<file path="config.mk">
export PLATFORM = sky130hd
export DESIGN_NAME = pingpong_hold
export DESIGN_NICKNAME = d
export VERILOG_FILES = /design/src/rtl/pingpong_pkg.sv /design/src/rtl/pingpong_hold_bank.sv /design/src/rtl/pingpong_hold.sv
export SDC_FILE = /design/constraint.sdc
export NUM_CORES = 1
export LEC_CHECK = 0
export BUFFER_PORTS_ARGS = -buffer_cell sky130_fd_sc_hd__buf_2
export CAP_MARGIN = 5
export CORE_ASPECT_RATIO = 2
export CORE_UTILIZATION = 43
export CTS_CLUSTER_SIZE = 12
export DETAILED_ROUTE_END_ITERATION = 10
export HOLD_SLACK_MARGIN = 0.03
export PLACE_DENSITY = 0.76
export SETUP_SLACK_MARGIN = 0.2
export SYNTH_ARGS = -nofsm -noshare
export SYNTH_HDL_FRONTEND = slang
export SYNTH_HIERARCHICAL = 1
export SYNTH_SLANG_ARGS = --single-unit
</file>
<file path="constraint.sdc">
create_clock -name clk -period 1.2 [get_ports clk]
set_input_delay 0.12 -clock clk [delete_from_list [all_inputs] [get_ports clk]]
set_output_delay 0.12 -clock clk [all_outputs]
set_load 0.05 [all_outputs]
</file>
<file path="src/rtl/pingpong_pkg.sv">
// Shared types and helpers for the pingpong_hold stage.
// Optional hold checking is enabled with PINGPONG_HOLD_CHECK_EN.
package pingpong_pkg;

    typedef enum logic {
        BANK_G = 1'b0,
        BANK_S = 1'b1
    } bank_t;

    // HOLD=0 still needs a legal 1-bit counter vector.
    function automatic int unsigned hold_w(input int unsigned hold);
        return (hold == 0) ? 1 : $clog2(hold + 1);
    endfunction

endpackage

</file>
<file path="src/rtl/pingpong_hold_bank.sv">
// One held data bank with an optional minimum-hold down-counter.
// The counter exists only when PINGPONG_HOLD_CHECK_EN is defined.
module hold_bank
    import pingpong_pkg::*;
#(
    parameter int unsigned WIDTH = 32,
    parameter int unsigned HOLD  = 2
) (
    input  logic             clk,
    input  logic             reset,
    input  logic             cap_i,
    input  logic [WIDTH-1:0] data_i,
    output logic [WIDTH-1:0] data_o,
    output logic             busy_o
);

    logic [WIDTH-1:0] data_q, data_d;

    always_comb begin
        data_d = data_q;
        if (cap_i) begin
            data_d = data_i;
        end
    end

    always_ff @(posedge clk) begin
        if (reset) begin
            data_q <= '0;
        end else begin
            data_q <= data_d;
        end
    end

    assign data_o = data_q;

`ifdef PINGPONG_HOLD_CHECK_EN
    localparam int unsigned    CW      = hold_w(HOLD);
    localparam logic [CW-1:0]  HOLD_LD = CW'(HOLD);

    logic [CW-1:0] cnt_q, cnt_d;

    // Captures are only issued to a free bank, so the load never races a count.
    always_comb begin
        cnt_d = cnt_q;
        if (cap_i) begin
            cnt_d = HOLD_LD;
        end else if (cnt_q != '0) begin
            cnt_d = cnt_q - CW'(1);
        end
    end

    always_ff @(posedge clk) begin
        if (reset) begin
            cnt_q <= '0;
        end else begin
            cnt_q <= cnt_d;
        end
    end

    assign busy_o = (cnt_q != '0);
`else
    logic unused_hold;
    assign unused_hold = (HOLD != 0);
    assign busy_o      = 1'b0;
`endif

endmodule

</file>
<file path="src/rtl/pingpong_hold.sv">
// Alternating two-bank capture stage producing go_G/go_S pulses for the merge.
// Define PINGPONG_HOLD_CHECK_EN to reject captures into a bank still in its hold window.
module pingpong_hold
    import pingpong_pkg::*;
#(
    parameter int unsigned WIDTH = 32,
    parameter int unsigned HOLD  = 2
) (
    input  logic             clk,
    input  logic             reset,
    input  logic             go,
    input  logic [WIDTH-1:0] in,
    output logic [WIDTH-1:0] out0,
    output logic [WIDTH-1:0] out1,
    output logic             go_G,
    output logic             go_S,
    output logic             err
);

    bank_t sel_q, sel_d;
    logic  go_G_q, go_G_d;
    logic  go_S_q, go_S_d;
    logic  busy0, busy1;
    logic  target_busy;
    logic  accept;
    logic  cap0, cap1;

    // Busy is constant 0 without the checker, so accept collapses to go.
    assign target_busy = (sel_q == BANK_G) ? busy0 : busy1;
    assign accept      = go & ~target_busy;

    always_ff @(posedge clk) begin
        if (reset) begin
            sel_q <= BANK_G;
        end else begin
            sel_q <= sel_d;
        end
    end

    always_comb begin
        sel_d = sel_q;
        if (accept) begin
            sel_d = (sel_q == BANK_G) ? BANK_S : BANK_G;
        end
    end

    always_comb begin
        cap0   = accept && (sel_q == BANK_G);
        cap1   = accept && (sel_q == BANK_S);
        go_G_d = cap0;
        go_S_d = cap1;
    end

    always_ff @(posedge clk) begin
        if (reset) begin
            go_G_q <= 1'b0;
            go_S_q <= 1'b0;
        end else begin
            go_G_q <= go_G_d;
            go_S_q <= go_S_d;
        end
    end

    assign go_G = go_G_q;
    assign go_S = go_S_q;

    hold_bank #(
        .WIDTH (WIDTH),
        .HOLD  (HOLD)
    ) u_bank0 (
        .clk    (clk),
        .reset  (reset),
        .cap_i  (cap0),
        .data_i (in),
        .data_o (out0),
        .busy_o (busy0)
    );

    hold_bank #(
        .WIDTH (WIDTH),
        .HOLD  (HOLD)
    ) u_bank1 (
        .clk    (clk),
        .reset  (reset),
        .cap_i  (cap1),
        .data_i (in),
        .data_o (out1),
        .busy_o (busy1)
    );

`ifdef PINGPONG_HOLD_CHECK_EN
    logic err_q, err_d;

    always_comb begin
        err_d = err_q | (go & target_busy);
    end

    always_ff @(posedge clk) begin
        if (reset) begin
            err_q <= 1'b0;
        end else begin
            err_q <= err_d;
        end
    end

    assign err = err_q;
`else
    assign err = 1'b0;
`endif

endmodule

</file>
-- Word-level counts from Yosys, hierarchy flattened
Cells that the tools add are included.
- register bits after elaboration: 67
- input bits: 35
- output and inout port bits: 67
- word-level logic and storage cells: 9
- muxes and demuxes: 1
- bitwise gates (word level): 1
- reductions and logical operators: 2
- operators with widths (operator ; number):
    $logic_and A1 B1 Y1 ; 2
    $mux W1 ; 1
    $not A1 Y1 ; 1

-- Logic depth before layout (Yosys ltp)
- depth after elaboration: 2
- gate-level depth with buffers: 7
- depth with buffers taken out: 4

-- Cells and area by module
Netlist, hierarchy kept.
- by module, submodules not included (module ; times used ; cells an instance ; area each (um^2)):
    hold_bank ; 2 ; 105 ; 1174.9
    pingpong_hold ; 1 ; 12 ; 123.9

-- Worst setup path before layout
No wires, ideal clock.
- path type: flip-flop to flip-flop
- start point: register sel_q
- end point: register u_bank1.data_q[0], in the netlist u_bank1/data_o[0]
- setup time: 0.128 ns
- data arrival time: 1.041 ns
- setup slack: 0.032 ns
- stages on the path, launching flop included: 6
- path buffers: 2
- period minus slack after synthesis: 1.168 ns
- path through: dfxtp_1 and3b_4 buf_6 buf_12 mux2i_1 nor2_1
- cells in the longest elaborated chain, start to end: 1
- RTL lines (item ; RTL line ; RTL):
    start: declaration ; pingpong_hold.sv:20 ; bank_t sel_q, sel_d;
    start signal: assignment ; pingpong_hold.sv:36 ; sel_q <= sel_d;
    $logic_and A1 B1 Y1 ; pingpong_hold.sv:49 ; cap1 = accept && (sel_q == BANK_S);
    net cap1 ; pingpong_hold.sv:26 ; logic cap0, cap1;
    end signal: assignment ; pingpong_hold_bank.sv:30 ; data_q <= data_d;
    end: declaration ; pingpong_hold_bank.sv:17 ; logic [WIDTH-1:0] data_q, data_d;
The timed path passes the listed nets, and every way through them passes these cells.
A chain may end at the register's enable or synchronous reset.

-- Worst setup path in the final report
- start point: register sel_q
- end point: register u_bank1.data_q[2], in the netlist u_bank1/data_o[2]
The elaborated chain is that of the path after synthesis.

==> flow_summary.yaml <==
status:
  status: "complete, but fails checks"
  violations: "negative setup slack"
pwr:
  vdd_drop_max_uv: 1100
  p_leak_nw: 1.69
  totalPowerFinal_mw: 4.95
  power_density_mw_per_mm2: 1240
place:
  placed_cell_area_sq_mm: 0.00298
  dp_hpwl_microns: 3680
  io_buffers: 100
  gp_congestion: 0.773
global_routing:
  grt_use_total: 0.216
  grt_pass1_wl_microns: 9830
  overflow: 0
  grt_max_degree: 39
  grt_pass1_vias: 2112
  antenna_found_initial: 0
clock_network:
  clockBufferDepth: 2
  cts_root_buffer: "clkbuf_8"
  path_clk_slew_ns: 0.07
  cts.sinks: 67
  insertion_delay_ns: 0.33
  cts_made_buffers: 9
  cts_tree: "built"
  cts-htree-levels: 3
yosys:
  ys_types: 14
  synth.most_common_cell: "dfxtp_1"
  yosysTopAreaCell: "dfxtp_1"
  synth_ff_type: "dfxtp_1"
  synth_enable_flop_cells: 0
  syn_inst: 222
  synth_nets: 257
  synth_warnings: 6
  yosysSeqAreaShare: 0.542
  netlist_area_sq_mm: 0.00247
  yosys.area.top_type_share: 0.542
  ys_ff_latch: 67
  async_flop_share: 0
  synth.area.top_cells: "dfxtp_1 54%, mux2i_1 26%, nor2_1 9.9%"
  syn_avg_cell_area_sq_um: 11.1
  synth_top_cells_by_count: "67 x dfxtp_1, 65 x nor2_1, 64 x mux2i_1, 6 x buf_12, 6 x clkbuf_1"
floorplanning:
  core_sq_mm: 0.00547
  ioPinCount: 102
  dieArea_sq_mm: 0.00608
  rows: 38
  die_h_microns: 109
  die_w_microns: 55.6
  initial_core_util: 0.452
timing:
  period_share: 1.03
  fin_ws_ns: -0.0333
  setup_viol: 3
  rsz0062_at_grt: "true"
  final_max_slew_viol_count: 0
  finalClockSkew_ns: 0.00495
  fmax_mhz: 811
  period_needed_ns: 1.23
  finalSetupTns_ns: -0.0527
  hold_viol: 0
cells_and_area:
  antenna_cells: 0
  nFillCells: 375
  syn_to_final_growth_pct: 61.9
  final_core_util: 0.732
  fin_area_sq_mm: 0.00400
  final_layout_size_suffix_gt1_frac: 0.573
  nets: 381
drt:
  drcViolationCount: 0
  route.met3.wl_microns: 343
  vias_per_cell: 4.93
  vias: 2027
  wl_met2_microns: 3930
  wirelength_microns: 6730
  wl_per_cell_microns: 16.4
  ant_nets: 0
  drtPass1Iterations: 4
  drt-met1-wl_microns: 2320
  top_layer_used: "met4"
  drt_iter0_markers: 98
critical_path:
  cp_slowest_stage_delay_ns: 0.37
  r2r_setup_slack_ns: -0.03
  start_kind: "register"
  cp-end-kind: "register"
  cp.required_ns: 1.42
  arrival_ns: 1.46
  crit_type: "reg -> reg"
  critical_path.max_fanout: 19
  cp_cell_sequence: "and3b_4 -> buf_12 -> mux2i_1 -> nor2_1"
  cp_slowest_cell: "dfxtp_4"
min_path:
  min_path_type: "in -> reg"
run:
  max_cap_viol_count: 0
[metal layers]
| metal | global-route usage | up-vias |
|---|---|---|
| met5 | 0 | - |
| met4 | 0.134 | 0 |
| met3 | 0.0676 | 14 |
| met2 | 0.400 | 93 |
| met1 | 0.202 | 948 |
| li1 | - | 972 |
[state kept, by name (all words and copies together), names as in the netlist]
register and cells:
go_S 1, go_G 1, sel_q 1, u_bank1/data_o 32, u_bank0/data_o 32
[worst paths after layout]
kind	end	start	depth (start not counted)
max reg2reg	u_bank1/data_o[2]	sel_q	4
max	u_bank1/data_o[2]	sel_q	4
min	u_bank1/data_o[26]	in[26]	3
min reg2reg	u_bank0/data_o[0]	u_bank0/data_o[0]	2
[worst max-delay path, delay by kind of cell (launching register included)]
family | cells | cell delay (ns)
flops | 1 | 0.37
simple gates | 2 | 0.31
mux | 1 | 0.25
buf+inv | 1 | 0.19
[kinds of logic after synthesis]
family	Yosys count	share of synthesized area
and+or+nand+nor	69	0.112
DFF	67	0.542
muxes	64	0.259
buffers and inverters	18	0.0774
other	3	0.00455
AOI/OAI and AO/OA	1	0.00506
[final cells by class]
cell class / count / area (sq um) / share of cell area
clock buffers: 14 / 163 / 0.0406
clock inverters: 2 / 10.0 / 0.00250
inverters: 1 / 3.75 / 0.000938
multi-input cells: 137 / 983 / 0.246
flip-flops and latches: 67 / 1430 / 0.357
well taps: 60 / 75.1 / 0.0188
repair buffers: 130 / 1340 / 0.335
[layout by cell type, fill, tap and decap left out]
cell / count
a211oi_2: 1
and2b_2: 1
and3b_4: 1
buf_12: 5
buf_16: 2
buf_2: 34
buf_4: 5
buf_6: 61
buf_8: 6
clkbuf_1: 3
clkbuf_16: 2
clkbuf_8: 11
clkinv_2: 2
conb_1: 3
dfxtp_1: 3
dfxtp_2: 61
dfxtp_4: 3
dlygate4sd3_1: 15
inv_1: 1
mux2i_1: 60
mux2i_2: 2
mux2i_4: 2
nand2b_1: 1
nor2_1: 63
nor2_2: 1
nor2_4: 1
nor3_1: 1
[where the power goes]
group | internal (mW) | switching, mW | leakage [nW]
sequential | 2.32 | 0.0638 | 0.575
clock | 0.859 | 0.782 | 0.0905
combinational | 0.407 | 0.524 | 1.03
[metrics by stage]
stage	setup WS [ns]	hold WS [ns]	instances
final	-0.0333	0.0476	411
after global routing	-0.0807	0.0355	411
after CTS	0.0331	0.0303	409
after detailed placement	0.0263	0.380	371
after global placement	0.0498	0.366	371
after floorplan	0.0614	0.177	222
[repair_timing]
item                                   4_1_cts  5_1_grt
pin swaps                                    1        0
gates resized for setup                    136       78
buffers inserted                             5        0
hold buffers                                15        0
setup endpoints to repair                  130      128
endpoints found under the hold margin       21        0
gates cloned                                 2        2
Note: power is estimated with default switching activity, not from simulation.
